### src/rtl/uart_pkg.sv
// Shared types and constants for the UART command-frame decoder.
package uart_pkg;

  typedef enum logic [2:0] {
    IDLE = 3'd0,
    OPC  = 3'd1,
    OPA  = 3'd2,
    OPB  = 3'd3,
    CHK  = 3'd4
  } state_e;

  localparam logic [1:0] ERR_NONE = 2'b00;
  localparam logic [1:0] ERR_CHK  = 2'b01;
  localparam logic [1:0] ERR_TMO  = 2'b10;
  localparam logic [1:0] ERR_OPC  = 2'b11;

  localparam logic [7:0] SYNC_BYTE_DEF = 8'hA5;

endpackage

### src/rtl/frame_timeout_ctr.sv
// Inter-byte silence counter: clears on clr, counts while en, saturates at the terminal count.
module frame_timeout_ctr #(
  parameter int TIMEOUT_CLKS = 50000
) (
  input  logic clk,
  input  logic rst,
  input  logic clr,
  input  logic en,
  output logic expired
);

  localparam int             CW   = $clog2(TIMEOUT_CLKS);
  localparam logic [CW-1:0]  LAST = CW'(TIMEOUT_CLKS - 1);

  logic [CW-1:0] cnt_q;
  logic [CW-1:0] cnt_d;

  always_comb begin
    cnt_d = cnt_q;
    if (clr) begin
      cnt_d = '0;
    end else if (en && (cnt_q != LAST)) begin
      cnt_d = cnt_q + CW'(1);
    end else begin
      cnt_d = cnt_q;
    end
  end

  reg_n #(.W(CW)) u_cnt (
    .clk (clk),
    .rst (rst),
    .d   (cnt_d),
    .q   (cnt_q)
  );

  assign expired = (cnt_q == LAST);

endmodule

### src/rtl/reg_n.sv
// Generic W-bit register with asynchronous active-high reset.
module reg_n #(
  parameter int             W       = 8,
  parameter logic [W-1:0]   RST_VAL = '0
) (
  input  logic         clk,
  input  logic         rst,
  input  logic [W-1:0] d,
  output logic [W-1:0] q
);

  always_ff @(posedge clk or posedge rst) begin
    if (rst) begin
      q <= RST_VAL;
    end else begin
      q <= d;
    end
  end

endmodule

### src/rtl/uart_frame_decoder.sv
// Assembles SYNC/OPCODE/A/B/CHK frames from UART RX bytes and publishes ALU operands
// only after the XOR checksum matches.
module uart_frame_decoder
  import uart_pkg::*;
#(
  parameter logic [7:0] SYNC_BYTE    = SYNC_BYTE_DEF,
  parameter int         OP_W         = 4,
  parameter int         TIMEOUT_CLKS = 50000
) (
  input  logic            clk,
  input  logic            rst,
  input  logic [7:0]      rx_data,
  input  logic            rx_valid,
  output logic [7:0]      op_a,
  output logic [7:0]      op_b,
  output logic [OP_W-1:0] alu_op,
  output logic            frame_valid,
  output logic            frame_err,
  output logic [1:0]      err_code,
  output logic            busy
);

  state_e          state_q;
  state_e          state_d;
  logic [2:0]      state_bits_q;
  logic [7:0]      chk_q, chk_d;
  logic [7:0]      sh_a_q, sh_a_d;
  logic [7:0]      sh_b_q, sh_b_d;
  logic [OP_W-1:0] sh_op_q, sh_op_d;
  logic [7:0]      op_a_q, op_a_d;
  logic [7:0]      op_b_q, op_b_d;
  logic [OP_W-1:0] alu_op_q, alu_op_d;
  logic [1:0]      err_q, err_d;
  logic            fv_q, fv_d;
  logic            fe_q, fe_d;
  logic            busy_q, busy_d;
  logic            tmo_clr, tmo_en, tmo_expired;

  assign state_q = state_e'(state_bits_q);
  assign tmo_clr = rx_valid || (state_q == IDLE);
  assign tmo_en  = (state_q != IDLE) && !rx_valid;

  frame_timeout_ctr #(.TIMEOUT_CLKS(TIMEOUT_CLKS)) u_tmo (
    .clk     (clk),
    .rst     (rst),
    .clr     (tmo_clr),
    .en      (tmo_en),
    .expired (tmo_expired)
  );

  always_comb begin
    state_d  = state_q;
    chk_d    = chk_q;
    sh_a_d   = sh_a_q;
    sh_b_d   = sh_b_q;
    sh_op_d  = sh_op_q;
    op_a_d   = op_a_q;
    op_b_d   = op_b_q;
    alu_op_d = alu_op_q;
    err_d    = err_q;
    fv_d     = 1'b0;
    fe_d     = 1'b0;

    // A byte arriving on the terminal count wins over the timeout.
    if ((state_q != IDLE) && !rx_valid && tmo_expired) begin
      fe_d    = 1'b1;
      err_d   = ERR_TMO;
      state_d = IDLE;
    end else if (rx_valid) begin
      case (state_q)
        IDLE: begin
          if (rx_data == SYNC_BYTE) begin
            chk_d   = 8'h00;
            state_d = OPC;
          end else begin
            state_d = IDLE;
          end
        end
        OPC: begin
          sh_op_d = rx_data[OP_W-1:0];
          chk_d   = chk_q ^ rx_data;
          if ((rx_data >> OP_W) != 8'h00) begin
            fe_d    = 1'b1;
            err_d   = ERR_OPC;
            state_d = IDLE;
          end else begin
            state_d = OPA;
          end
        end
        OPA: begin
          sh_a_d  = rx_data;
          chk_d   = chk_q ^ rx_data;
          state_d = OPB;
        end
        OPB: begin
          sh_b_d  = rx_data;
          chk_d   = chk_q ^ rx_data;
          state_d = CHK;
        end
        CHK: begin
          if (rx_data == chk_q) begin
            op_a_d   = sh_a_q;
            op_b_d   = sh_b_q;
            alu_op_d = sh_op_q;
            err_d    = ERR_NONE;
            fv_d     = 1'b1;
          end else begin
            fe_d  = 1'b1;
            err_d = ERR_CHK;
          end
          state_d = IDLE;
        end
        default: begin
          state_d = IDLE;
        end
      endcase
    end else begin
      state_d = state_q;
    end

    busy_d = (state_d != IDLE);
  end

  reg_n #(.W(3))    u_state  (.clk(clk), .rst(rst), .d(state_d),  .q(state_bits_q));
  reg_n #(.W(8))    u_chk    (.clk(clk), .rst(rst), .d(chk_d),    .q(chk_q));
  reg_n #(.W(8))    u_sh_a   (.clk(clk), .rst(rst), .d(sh_a_d),   .q(sh_a_q));
  reg_n #(.W(8))    u_sh_b   (.clk(clk), .rst(rst), .d(sh_b_d),   .q(sh_b_q));
  reg_n #(.W(OP_W)) u_sh_op  (.clk(clk), .rst(rst), .d(sh_op_d),  .q(sh_op_q));
  reg_n #(.W(8))    u_op_a   (.clk(clk), .rst(rst), .d(op_a_d),   .q(op_a_q));
  reg_n #(.W(8))    u_op_b   (.clk(clk), .rst(rst), .d(op_b_d),   .q(op_b_q));
  reg_n #(.W(OP_W)) u_alu_op (.clk(clk), .rst(rst), .d(alu_op_d), .q(alu_op_q));
  reg_n #(.W(2))    u_err    (.clk(clk), .rst(rst), .d(err_d),    .q(err_q));
  reg_n #(.W(1))    u_fv     (.clk(clk), .rst(rst), .d(fv_d),     .q(fv_q));
  reg_n #(.W(1))    u_fe     (.clk(clk), .rst(rst), .d(fe_d),     .q(fe_q));
  reg_n #(.W(1))    u_busy   (.clk(clk), .rst(rst), .d(busy_d),   .q(busy_q));

  assign op_a        = op_a_q;
  assign op_b        = op_b_q;
  assign alu_op      = alu_op_q;
  assign frame_valid = fv_q;
  assign frame_err   = fe_q;
  assign err_code    = err_q;
  assign busy        = busy_q;

endmodule

### config.mk
export PLATFORM = sky130hd
export DESIGN_NAME = uart_frame_decoder
export DESIGN_NICKNAME = d
export VERILOG_FILES = /design/src/rtl/uart_pkg.sv /design/src/rtl/frame_timeout_ctr.sv /design/src/rtl/reg_n.sv /design/src/rtl/uart_frame_decoder.sv
export SDC_FILE = /design/constraint.sdc
export NUM_CORES = 1
export LEC_CHECK = 0
export BUFFER_PORTS_ARGS = -buffer_cell sky130_fd_sc_hd__buf_2
export CORE_AREA = 2 2 95 70
export DETAILED_ROUTE_END_ITERATION = 16
export DIE_AREA = 0 0 97 72
export GPL_TIMING_DRIVEN = 1
export PLACE_DENSITY = 0.81
export SLEW_MARGIN = 20
export SYNTH_ARGS = -nofsm -noshare
export SYNTH_HDL_FRONTEND = slang
export SYNTH_SLANG_ARGS = --single-unit
### constraint.sdc
create_clock -name clk -period 2.63 [get_ports clk]
set_input_delay 0.526 -clock clk [delete_from_list [all_inputs] [get_ports clk]]
set_output_delay 0.526 -clock clk [all_outputs]
set_load 0.005 [all_outputs]
Yosys cells after proc, flatten, opt, wreduce, memory -nomap -nowiden
Index checks and enable logic that the tools add are counted.

storage, ports and cells
  register bits after elaboration = 72
  bits in latches = 0
  memory bits (writable) = 0
  memory bits (read-only) = 0
  input bits = 11
  output and inout port bits = 25
  logic and storage cells = 69
  memories kept = 0

cells by class
  $add $sub $neg = 1
  $mul = 0
  div/mod/pow operators = 0
  magnitude comparators = 0
  equality and inequality tests = 10
  shifts and indexed selects = 0
  multiplexer cells = 23
  bitwise operators = 2
  reductions and logical operators = 20

operators with widths
  operator                                                         count
  16-bit two-way mux                                               2
  16-bit by 1-bit adder with 16-bit output, second input constant  1
  16-bit == test, second input constant                            1
  16-bit != test, second input constant                            1
  8-bit case mux with 2 select lines                               1
  3-bit case mux with 4 select lines                               1
  3-bit AND reduction                                              4
  1-bit two-way mux                                                10
  3-bit nonzero test                                               3
  8-bit == test                                                    1
  8-bit == test, second input constant                             1
  2-bit two-way mux                                                4
  8-bit two-way mux                                                1
  4-bit AND reduction                                              2
  8-bit nonzero test                                               1
  8-bit XOR                                                        1
  3-bit by 2-bit == test with 1-bit output, second input constant  2
  3-bit two-way mux                                                2
  2-bit nonzero test                                               3
  2-bit case mux with 2 select lines                               1
  3-bit by 1-bit == test with 1-bit output, second input constant  1
  3-bit == test, second input constant                             1
  1-bit logical AND                                                3
  3-bit logical NOT                                                1
  other kinds (7)                                                  7

Depth between registers and ports, before layout
Gate-level depths: netlist of the first run.

  depth in word-level cells = 6
  depth in mapped cells = 7
  depth with buffers taken out = 5

Modules after synthesis
A second synthesis of the first run with hierarchy kept.

second synthesis, totals
  cells, all modules = 293
  area, all modules = 3,404.5 um^2

modules (own cells, without submodules)
  module                 instances  cells each  area an instance (um^2)  seq. area each (um^2)
  uart_frame_decoder     1          136         1,094.8                  0.0
  reg_n at u_chk ...     5          9           203.9                    200.2
  frame_timeout_ctr      1          72          459.2                    0.0
  reg_n at u_tmo.u_cnt   1          17          404.1                    400.4
  reg_n at u_alu_op ...  2          5           103.8                    100.1
  reg_n at u_busy ...    3          2           28.8                     25.0
  reg_n at u_state       1          4           78.8                     75.1
  reg_n at u_err         1          3           53.8                     50.0

Least setup slack after synthesis of the first run
No wires, ideal clock.

  kind = input to register
  start point = input rx_data[6]
  end point = register u_alu_op.q[2]
  setup time = 0.125 ns
  arrival time = 2.230 ns
  required time = 2.505 ns
  path slack = 0.275 ns
  stages = 6
  buffers on the path = 2
  cell sequence = nor2b_1 or4_4 or4_4 buf_6 buf_12 mux2_4

between the ends
  word-level cells in the longest chain between the ends = 2

RTL lines
  element                               line                       text
  from (decl)                           uart_frame_decoder.sv:12   input logic [7:0] rx_data,
  8-bit == test                         uart_frame_decoder.sv:101  if (rx_data == chk_q) begin
  4-bit AND reduction (no source line)  --
  to (signal assigned)                  reg_n.sv:14                q <= RST_VAL;
  to (signal assigned)                  reg_n.sv:16                q <= d;
  to (decl)                             reg_n.sv:9                 output logic [W-1:0] q

No other way between the ends.
A chain may end at the register's enable or synchronous reset.

Final worst setup path of the first run
  start point = register u_chk.q[6]
  end point = register u_op_a.q[2]

between the ends
  word-level cells in the longest chain between the ends = 2

RTL lines
  element                               line
  from (decl)                           reg_n.sv:9
  from (signal assigned)                reg_n.sv:14
  from (signal assigned)                reg_n.sv:16
  8-bit == test                         uart_frame_decoder.sv:101
  4-bit AND reduction (no source line)  --
  to (signal assigned)                  reg_n.sv:14
  to (signal assigned)                  reg_n.sv:16
  to (decl)                             reg_n.sv:9

No other way between the ends.

==> results of run 1 <==
==> layer usage <==
metal	GRT usage	vias up
li1	-	1058
met1	0.285	1098
met2	0.316	55
met3	0.0645	13
met4	0.0642	0
met5	0	-
==> per-stage QoR <==
step                cell area (sq um)  worst slack (ps)  instances  utilization
floorplan                        3310               275        267            -
detailed placement               3580              71.0        379        0.593
finish                           3770               299        395        0.624
CTS                              3770               305        395        0.624
global placement                 3580               102        379        0.593
global route                     3770               262        395        0.624
==> path summary, 6_finish.rpt <==
path                                               from                 endpoint  slack, ps  cells after the start
worst max-delay path             u_chk.q[6]$_DFFE_PP0P_  u_op_a.q[2]$_DFFE_PP0P_        300                      4
worst min-delay path                                rst  u_sh_b.q[1]$_DFFE_PP0P_        240                      3
worst max register to register   u_chk.q[6]$_DFFE_PP0P_  u_op_a.q[2]$_DFFE_PP0P_        300                      4
worst min register to register  u_sh_b.q[6]$_DFFE_PP0P_  u_op_b.q[6]$_DFFE_PP0P_        500                      1
max in group asynchronous                           rst  u_op_a.q[3]$_DFFE_PP0P_       2090                      3
min in group clk                             rx_data[4]  u_sh_a.q[4]$_DFFE_PP0P_        500                      2
==> kinds of logic after synthesis <==
| kind of cell | Yosys count | share of synthesized area |
|---|---|---|
| DFF | 72 | 0.544 |
| and+or+nand+nor | 90 | 0.159 |
| muxes | 41 | 0.160 |
| adders and majority gates | 1 | 0.00378 |
| xor gates and xnor gates | 12 | 0.0318 |
| buffers and inverters | 16 | 0.0287 |
| AOI/OAI and AO/OA | 35 | 0.0730 |
==> power by group <==
| group | leakage [nW] | internal (mW) | switching, mW |
|---|---|---|---|
| sequential | 0.957 | 1.35 | 0.173 |
| combinational | 0.737 | 0.363 | 0.325 |
| clock | 0.0892 | 0.361 | 0.454 |
| total | 1.78 | 2.07 | 0.953 |
==> cell usage in the layout, fill, tap and decap left out, types with 2 or more instances in the layout <==
| cell | count |
|---|---|
| nor4_1 | 4 |
| or4_1 | 3 |
| or4_4 | 2 |
| nor2_1 | 16 |
| xor2_1 | 3 |
| nor3_1 | 6 |
| buf_4 | 6 |
| clkinvlp_4 | 2 |
| nor3b_1 | 3 |
| buf_2 | 35 |
| mux2_2 | 21 |
| a22o_1 | 2 |
| a21oi_1 | 9 |
| dfrtp_1 | 72 |
| a221o_1 | 3 |
| xnor2_1 | 9 |
| o21ai_0 | 7 |
| and3_1 | 3 |
| nand4_1 | 5 |
| mux2_4 | 18 |
| nand3_1 | 9 |
| nor2b_1 | 13 |
| nand2_1 | 10 |
| nand2b_1 | 4 |
| o2bb2ai_1 | 5 |
| inv_1 | 7 |
| inv_6 | 4 |
| clkbuf_8 | 9 |
| or3_1 | 4 |
==> worst reg2reg max path, delay by kind of cell (launching register included) <==
kind / cells / cell delay (ps)
flip-flops: 1 / 400
AND/OR/NAND/NOR: 3 / 1420
multiplexers: 1 / 390
==> registers in the layout, summed over array words and instances (netlist names), 3 cells and up <==
name / cells
u_tmo.u_cnt.q: 16
u_sh_a.q: 8
u_op_a.q: 8
u_sh_op.q: 4
u_op_b.q: 8
u_alu_op.q: 4
u_chk.q: 8
u_state.q: 3
u_sh_b.q: 8
==> layout make-up <==
class,count,share of cell area
Clock inverter,7,0.0163
Timing Repair Buffer,42,0.0638
Sequential cell,72,0.478
Inverter,8,0.00797
Multi-Input combinational cell,179,0.375
Tap cell,78,0.0259
Clock buffer,9,0.0329
==> run summary, run 1 <==
Status -> finished clean
CTS Buffer Depth -> 2
Slew headroom -> 0.517
Gate Count Post-Synth -> 267
Initial core utilization -> 0.548
Total gr overflow -> 0
RSZ-0062 raised after global routing -> no
Power density cells -> 802 mW/mm^2
Worst Clk Skew -> 12.6 ps
CP top delay family -> simple AND/OR/NAND/NOR gates
Syn Nets -> 279
Site Rows -> 24
Fin. max-slew vios -> 0
Post-synth top area share -> 0.544
Worst-path clk slew -> 90 ps
Initial DRC count -> 165
Clock sink total -> 72
Global-route wire length before repair -> 11000 um
Fraction of registers with async set or reset after synthesis -> 1.00
Ratio of cells with drive above 1 in the final layout -> 0.334
Worst Path Buf+Inv -> 0
Fill cell count -> 464
Max-Cap Viols -> 0
Seq/Total Area, Yosys -> 0.544
Worst path slowest cell -> or4_4
Slew @ Worst Pin -> 720 ps
Crit path DAT -> 2560 ps
Hold slack -> 239 ps
CP Cell Sequence -> nor2b_1, or4_4, or4_4, mux2_1
HP Class -> input port to asynchronous set/reset pin
Final hold violation count -> 0
Routed length on met3 -> 304 um
Setup_tns -> 0 ps
Synth-to-layout area growth -> 13.8%
Area contributors post-synth -> dfrtp_1, mux2_4, mux2_2
WL met1 -> 3170 um
DIE AREA -> 0.00698 sq mm
Post-route clock period utilization -> 0.886
WL/cell -> 16.9 um
Number of global-route vias before repair -> 2188
Remaining antenna violation count -> 0
Most numerous cell in the Yosys netlist -> dfrtp_1
Slowest stage delay, CP -> 740 ps
Die span in x -> 97 um
Crit path kind -> flip-flop to flip-flop
Post-CTS Hold Fix Bufs -> 0
DRC viols -> 0
Vias -> 2224
Post-synthesis cell type count -> 48
Largest net degree at the start of global routing -> 73
Pre-antenna DRT Iters -> 4
Leakage power -> 1.78 nW
Top_reg_cell synth -> dfrtp_1
Drt via density -> 5.63
Met2 wire len -> 3080 um
Routed wire length -> 6670 um
Post-layout min period -> 2330 ps
Setup violators final -> 0
Post-CTS setup buffers -> 0
Ports -> 36
CP Max Fanout -> 22
Top cells by count, synth -> dfrtp_1, mux2_2, mux2_4
Required time worst endpoint -> 2860 ps
Syn Area/Cell -> 12.4 sq um
Initial antenna violation count -> 0
Final nets -> 324
GRT Overall Usage -> 0.205
Syn. warnings -> 0
Worst VDD drop -> 0.000563 V
ANT cells -> 0
Number of flops mapped to enable cells by yosys -> 0
RePlAce Congestion -> 0.883
Most used cell along the critical path -> or4_4
Area occupied by multi-input gates -> 0.00141 sq mm
H-tree levels -> 3
Die Y -> 72 um
#FFs+latches synth -> 72
Dpl hpwl -> 4690 um
I/O Buffers -> 35
Core area -> 0.00604 sq mm
Number of gates resized after CTS -> 0
Clock latency on the worst-skew pair -> 360 ps
Root Buffer Master -> clkbuf_8
Cts bufs inserted -> 9
TritonCTS clock tree -> built
FMAX -> 429 MHz
Register area -> 0.00180 sq mm
Uppermost layer routed -> met4
Total chip power -> 3.02 mW
Syn Std Cell Area -> 0.00331 sq mm
Crit end category -> flip-flop
Startpoint types -> flip-flop
Largest area contributor in the netlist -> dfrtp_1
Note: power is estimated with default switching activity, not from simulation.
==> run 2, diff against run 1 <==
- MAX_ROUTING_LAYER: default -> met4
==> run 2 against run 1 <==
Against the previous run:
- utilization is the same
- critical endpoint unchanged
- combinational power barely moved
- clock skew barely moved
- global-route usage grew 0.72 points
- register-to-register slack about the same
- sequential share of layout area stayed put
- fmax rose by 0.18%
- count of clock-buffer cells in the layout unchanged
- sequential power is essentially flat
==> run summary, run 2 (synthesis results as in run 1) <==
Reg with most FFs -> u_tmo.u_cnt.q
Slew headroom -> 0.515 (-0.00241)
Die Y -> 72 um (unchanged)
Slowest stage delay, CP -> 740 ps (about the same)
Routed wire length -> 6680 um (+0.12%)
Crit end category -> flip-flop
TritonCTS clock tree -> built
DIE AREA -> 0.00698 sq mm (unchanged)
Fill cell count -> 464 (unchanged)
Global-route wire length before repair -> 11100 um (+0.18%)
Status -> finished clean
Worst Path Buf+Inv -> 0 (unchanged)
Site Rows -> 24 (unchanged)
Number of global-route vias before repair -> 2188 (unchanged)
CP Cell Sequence -> nor2b_1, or4_4, or4_4, mux2_1
Leakage power -> 1.78 nW (unchanged)
Dpl hpwl -> 4690 um (unchanged)
Post-route clock period utilization -> 0.885 (-0.00158)
Clock sink total -> 72 (unchanged)
Setup_tns -> 0 ps (unchanged)
Most common cell after layout, fill and taps aside -> dfrtp_1
Post-layout min period -> 2330 ps (-4.14 ps)
Most used cell along the critical path -> or4_4
GRT Overall Usage -> 0.213 (+0.00716)
Core area -> 0.00604 sq mm (unchanged)
Most frequent cells in the layout -> dfrtp_1, buf_2, mux2_2
Number of gates resized after CTS -> 0 (unchanged)
CTS Buffer Depth -> 2 (unchanged)
Cts bufs inserted -> 9 (unchanged)
Crit path DAT -> 2560 ps (about the same)
HP Class -> input port to asynchronous set/reset pin
Clock latency on the worst-skew pair -> 360 ps (about the same)
Worst path slowest cell -> or4_4
Drt via density -> 5.66 (+0.58%)
Final hold violation count -> 0 (unchanged)
Initial DRC count -> 169 (+2.4%)
DRC viols -> 0 (unchanged)
Ports -> 36 (unchanged)
Initial antenna violation count -> 0 (unchanged)
Startpoint types -> flip-flop
Ratio of cells with drive above 1 in the final layout -> 0.334 (unchanged)
Fin. max-slew vios -> 0 (unchanged)
CP Max Fanout -> 22 (unchanged)
Worst Clk Skew -> 12.9 ps (+0.310 ps)
Post-CTS Hold Fix Bufs -> 0 (unchanged)
Power density cells -> 803 mW/mm^2 (about the same)
Largest net degree at the start of global routing -> 73 (unchanged)
Post-CTS setup buffers -> 0 (unchanged)
H-tree levels -> 3 (unchanged)
FMAX -> 430 MHz (+0.18%)
Total gr overflow -> 0 (unchanged)
CP top delay family -> simple AND/OR/NAND/NOR gates
RSZ-0062 raised after global routing -> no
Crit path kind -> flip-flop to flip-flop
Remaining antenna violation count -> 0 (unchanged)
Worst VDD drop -> 0.000561 V (-0.31%)
Initial core utilization -> 0.548 (unchanged)
I/O Buffers -> 35 (unchanged)
Pre-antenna DRT Iters -> 4 (unchanged)
Setup violators final -> 0 (unchanged)
WL/cell -> 16.9 um (+0.12%)
Final nets -> 324 (unchanged)
Slew @ Worst Pin -> 723 ps (+3.59 ps)
Max-Cap Viols -> 0 (unchanged)
RePlAce Congestion -> 0.898 (+1.7%)
Die span in x -> 97 um (unchanged)
Worst-path clk slew -> 90 ps (about the same)
Root Buffer Master -> clkbuf_8
Synth-to-layout area growth -> 13.8% (unchanged)
Required time worst endpoint -> 2860 ps (about the same)
Vias -> 2237 (+0.58%)
Hold slack -> 242 ps (+2.59 ps)
ANT cells -> 0 (unchanged)
Largest register FFs -> 16 (unchanged)
## run 2: cell counts in the layout (fill, tap and decap cells not counted)
No cell type changed its count.
## run 2: worst paths after layout
| check | start | end | slack (ps) | cells past startpoint |
|---|---|---|---|---|
| setup reg to reg | u_chk.q[6]$_DFFE_PP0P_ | u_op_a.q[2]$_DFFE_PP0P_ | 300 | 4 |
| hold reg to reg | u_err.q[1]$_DFFE_PP0P_ | u_err.q[1]$_DFFE_PP0P_ | 500 | 2 |
| hold / removal | rst | u_op_b.q[1]$_DFFE_PP0P_ | 240 | 3 |
| setup / recovery | u_chk.q[6]$_DFFE_PP0P_ | u_op_a.q[2]$_DFFE_PP0P_ | 300 | 4 |
| max in group asynchronous | rst | u_op_a.q[3]$_DFFE_PP0P_ | 2100 | 3 |
| min in group clk | u_err.q[1]$_DFFE_PP0P_ | u_err.q[1]$_DFFE_PP0P_ | 500 | 2 |
## run 2: area by class of cell
cell class | count | area [sq um] | share of cell area
Clock buffer | 9 | 124 | 0.0329
Inverter | 8 | 30.0 | 0.00797
Clock inverter | 7 | 61.3 | 0.0163
Multi-Input combinational cell | 179 | 1410 | 0.375
Timing Repair Buffer | 42 | 240 | 0.0638
Sequential cell | 72 | 1800 | 0.478
Tap cell | 78 | 97.6 | 0.0259
## run 2: report_power, final
part,switching (mW),total [mW],internal (mW),leakage (nW)
Clock,0.455,0.816,0.361,0.0892
Combinational,0.324,0.687,0.363,0.737
Sequential,0.175,1.52,1.35,0.957
Total,0.954,3.02,2.07,1.78
## run 2: per-layer routing
| metal | vias up | track usage | part of all wire |
|---|---|---|---|
| met4 | 0 | 0.0642 | 0.016 |
| li1 | 1057 | - | - |
| met3 | 12 | 0.0645 | 0.056 |
| met5 | - | - | 0 |
| met1 | 1114 | 0.288 | 0.46 |
| met2 | 54 | 0.315 | 0.46 |
## run 2: worst reg2reg max path, stage by stage, from the launching register on
cell,delay [ps]
dfrtp_1,400
nor2b_1,150
or4_4,530
or4_4,740
mux2_1,390
## run 2: stage by stage
| stage | instance area, sq um | setup slack, ps | instances | power, mW | util |
|---|---|---|---|---|---|
| 2_1_floorplan | 3310 | 275 | 267 | 2.02 | - |
| 3_3_place_gp | 3580 | 102 | 379 | 2.18 | 0.593 |
| 3_5_place_dp | 3580 | 71.0 | 379 | 2.23 | 0.593 |
| 4_1_cts | 3770 | 305 | 395 | 3.04 | 0.624 |
| 5_1_grt | 3770 | 262 | 395 | 3.20 | 0.624 |
| 6_report | 3770 | 303 | 395 | 3.02 | 0.624 |
==> run 3, diff against run 2 <==
- BUFFER_PORTS_ARGS: -buffer_cell sky130_fd_sc_hd__buf_2 -> default
- DONT_BUFFER_PORTS: default -> 1
- PLACE_DENSITY: 0.81 -> 0.76
==> run 3 against run 2 <==
Against the previous run:
- clock skew fell by 2.9 ps
- via count fell by 4.4%
- count of clock-buffer cells in the layout did not move
- sequential share of layout area rose by 1.6 points
- final cell count fell by 8.9%
- critical endpoint unchanged
- highest routed layer unchanged
==> run summary, run 3 (synthesis results as in run 1) <==
Status -> finished clean
Fin util -> 0.604 (-0.0197)
CTS Buffer Depth -> 2 (unchanged)
I/O Buffers -> 0 (-100%)
Required time worst endpoint -> 2870 ps (about the same)
Initial core utilization -> 0.548 (unchanged)
Most common cell after layout, fill and taps aside -> dfrtp_1
Die Y -> 72 um (unchanged)
Total chip power -> 3.21 mW (+6.3%)
Slew headroom -> 0.522 (+0.00760)
Site Rows -> 24 (unchanged)
CP Cell Sequence -> nor2b_1, or4_4, or4_4, mux2_1
WL/cell -> 18.1 um (+6.7%)
Post-CTS setup buffers -> 0 (unchanged)
Global-route wire length before repair -> 11100 um (+0.69%)
Cts bufs inserted -> 9 (unchanged)
Pre-antenna DRT Iters -> 4 (unchanged)
Largest register FFs -> 16 (unchanged)
Number of gates resized after CTS -> 0 (unchanged)
Synth-to-layout area growth -> 10.2%
Dpl hpwl -> 4610 um (-1.8%)
Vias -> 2138 (-4.4%)
Core area -> 0.00604 sq mm (unchanged)
RSZ-0062 raised after global routing -> no
RePlAce Congestion -> 0.890 (-0.92%)
DRC viols -> 0 (unchanged)
Number of global-route vias before repair -> 2124 (-2.9%)
Most frequent cells in the layout -> dfrtp_1, mux2_2, mux2_4
CP Max Fanout -> 22 (unchanged)
Power density cells -> 881 mW/mm^2 (+9.7%)
Post-CTS Hold Fix Bufs -> 0 (unchanged)
Ratio of cells with drive above 1 in the final layout -> 0.252 (-0.0826)
Worst Clk Skew -> 9.98 ps (-2.93 ps)
Initial DRC count -> 143 (-15%)
Hold slack -> 122 ps (-120 ps)
Most used cell along the critical path -> or4_4
Worst VDD drop -> 0.000501 V (-11%)
DIE AREA -> 0.00698 sq mm (unchanged)
Slew @ Worst Pin -> 712 ps (-11.3 ps)
Setup violators final -> 0 (unchanged)
HP Class -> input port to asynchronous set/reset pin
Crit end category -> flip-flop
Crit path DAT -> 2560 ps (about the same)
Post-layout min period -> 2320 ps (-3.39 ps)
Initial antenna violation count -> 0 (unchanged)
Remaining antenna violation count -> 0 (unchanged)
Setup_tns -> 0 ps (unchanged)
ANT cells -> 0 (unchanged)
GRT Overall Usage -> 0.213 (about the same)
Post-route clock period utilization -> 0.883 (-0.00129)
Worst path slowest cell -> or4_4
Ports -> 36 (unchanged)
FMAX -> 430 MHz (+0.15%)
Final hold violation count -> 0 (unchanged)
H-tree levels -> 3 (unchanged)
Clock latency on the worst-skew pair -> 350 ps (about the same)
Max-Cap Viols -> 0 (unchanged)
Routed wire length -> 6500 um (-2.7%)
Die span in x -> 97 um (unchanged)
Final nets -> 289 (-11%)
Reg with most FFs -> u_tmo.u_cnt.q
Worst Path Buf+Inv -> 0 (unchanged)
Startpoint types -> flip-flop
TritonCTS clock tree -> built
Fill cell count -> 467 (+0.65%)
Slowest stage delay, CP -> 740 ps (about the same)
Largest net degree at the start of global routing -> 35 (-52%)
Root Buffer Master -> clkbuf_8
Crit path kind -> flip-flop to flip-flop
Worst-path clk slew -> 80 ps (about the same)
Fin. max-slew vios -> 0 (unchanged)
Drt via density -> 5.94 (+4.9%)
Total gr overflow -> 0 (unchanged)
CP top delay family -> simple AND/OR/NAND/NOR gates
Clock sink total -> 72 (unchanged)
Leakage power -> 1.64 nW (-7.8%)
run 3: changes by cell type in the layout (fill, tap and decap cells not counted):
cell	delta
clkinvlp_4	-2
inv_8	-1
inv_6	-3
clkinv_4	+1
clkinv_2	+2
buf_2	-35
bufinv_16	+3
run 3: where the power goes:
part	internal [mW]	switching [mW]	total, mW	leakage [nW]
Sequential	1.35	0.188	1.53	0.957
Clock	0.631	0.413	1.04	0.124
Combinational	0.346	0.288	0.634	0.563
run 3: worst reg2reg max path, cell delays in order, from the launching register on:
cell,delay (ps)
dfrtp_1,400
nor2b_1,150
or4_4,530
or4_4,740
mux2_1,400
run 3: through the flow:
stage / setup WS (ps) / instances / cell area [sq um]
2_1_floorplan: 275 / 267 / 3310
3_3_place_gp: 230 / 344 / 3410
3_5_place_dp: 206 / 344 / 3410
4_1_cts: 309 / 360 / 3650
5_1_grt: 255 / 360 / 3650
6_report: 307 / 360 / 3650
run 3: final cells by class:
type	count	area (sq um)	share of cell area
timing repair buffer	7	65.1	0.0178
sequential	72	1800	0.494
inverter	8	30.0	0.00823
multi-input combinational	179	1410	0.387
clock buffer	9	124	0.0340
tap	78	97.6	0.0267
clock inverter	7	118	0.0322
run 3: path summary, 6_finish.rpt:
check                                              from                      end  slack, ps  depth (start not counted)
worst max-delay path             u_chk.q[6]$_DFFE_PP0P_  u_op_a.q[2]$_DFFE_PP0P_        310                          4
max in group asynchronous                           rst   u_state.q[1]$_DFF_PP0_       1690                          3
worst max register to register   u_chk.q[6]$_DFFE_PP0P_  u_op_a.q[2]$_DFFE_PP0P_        310                          4
min in group clk                             rx_data[3]  u_sh_b.q[3]$_DFFE_PP0P_        320                          1
worst min register to register  u_sh_a.q[2]$_DFFE_PP0P_  u_op_a.q[2]$_DFFE_PP0P_        490                          1
worst min-delay path                                rst  u_op_b.q[6]$_DFFE_PP0P_        120                          1
run 3: routing by layer:
metal	vias to the layer above	share of wire	track usage
met3	7	0.077	0.0790
met2	62	0.46	0.319
met4	0	0.0055	0.0501
met5	-	0	-
li1	983	-	-
met1	1086	0.46	0.281
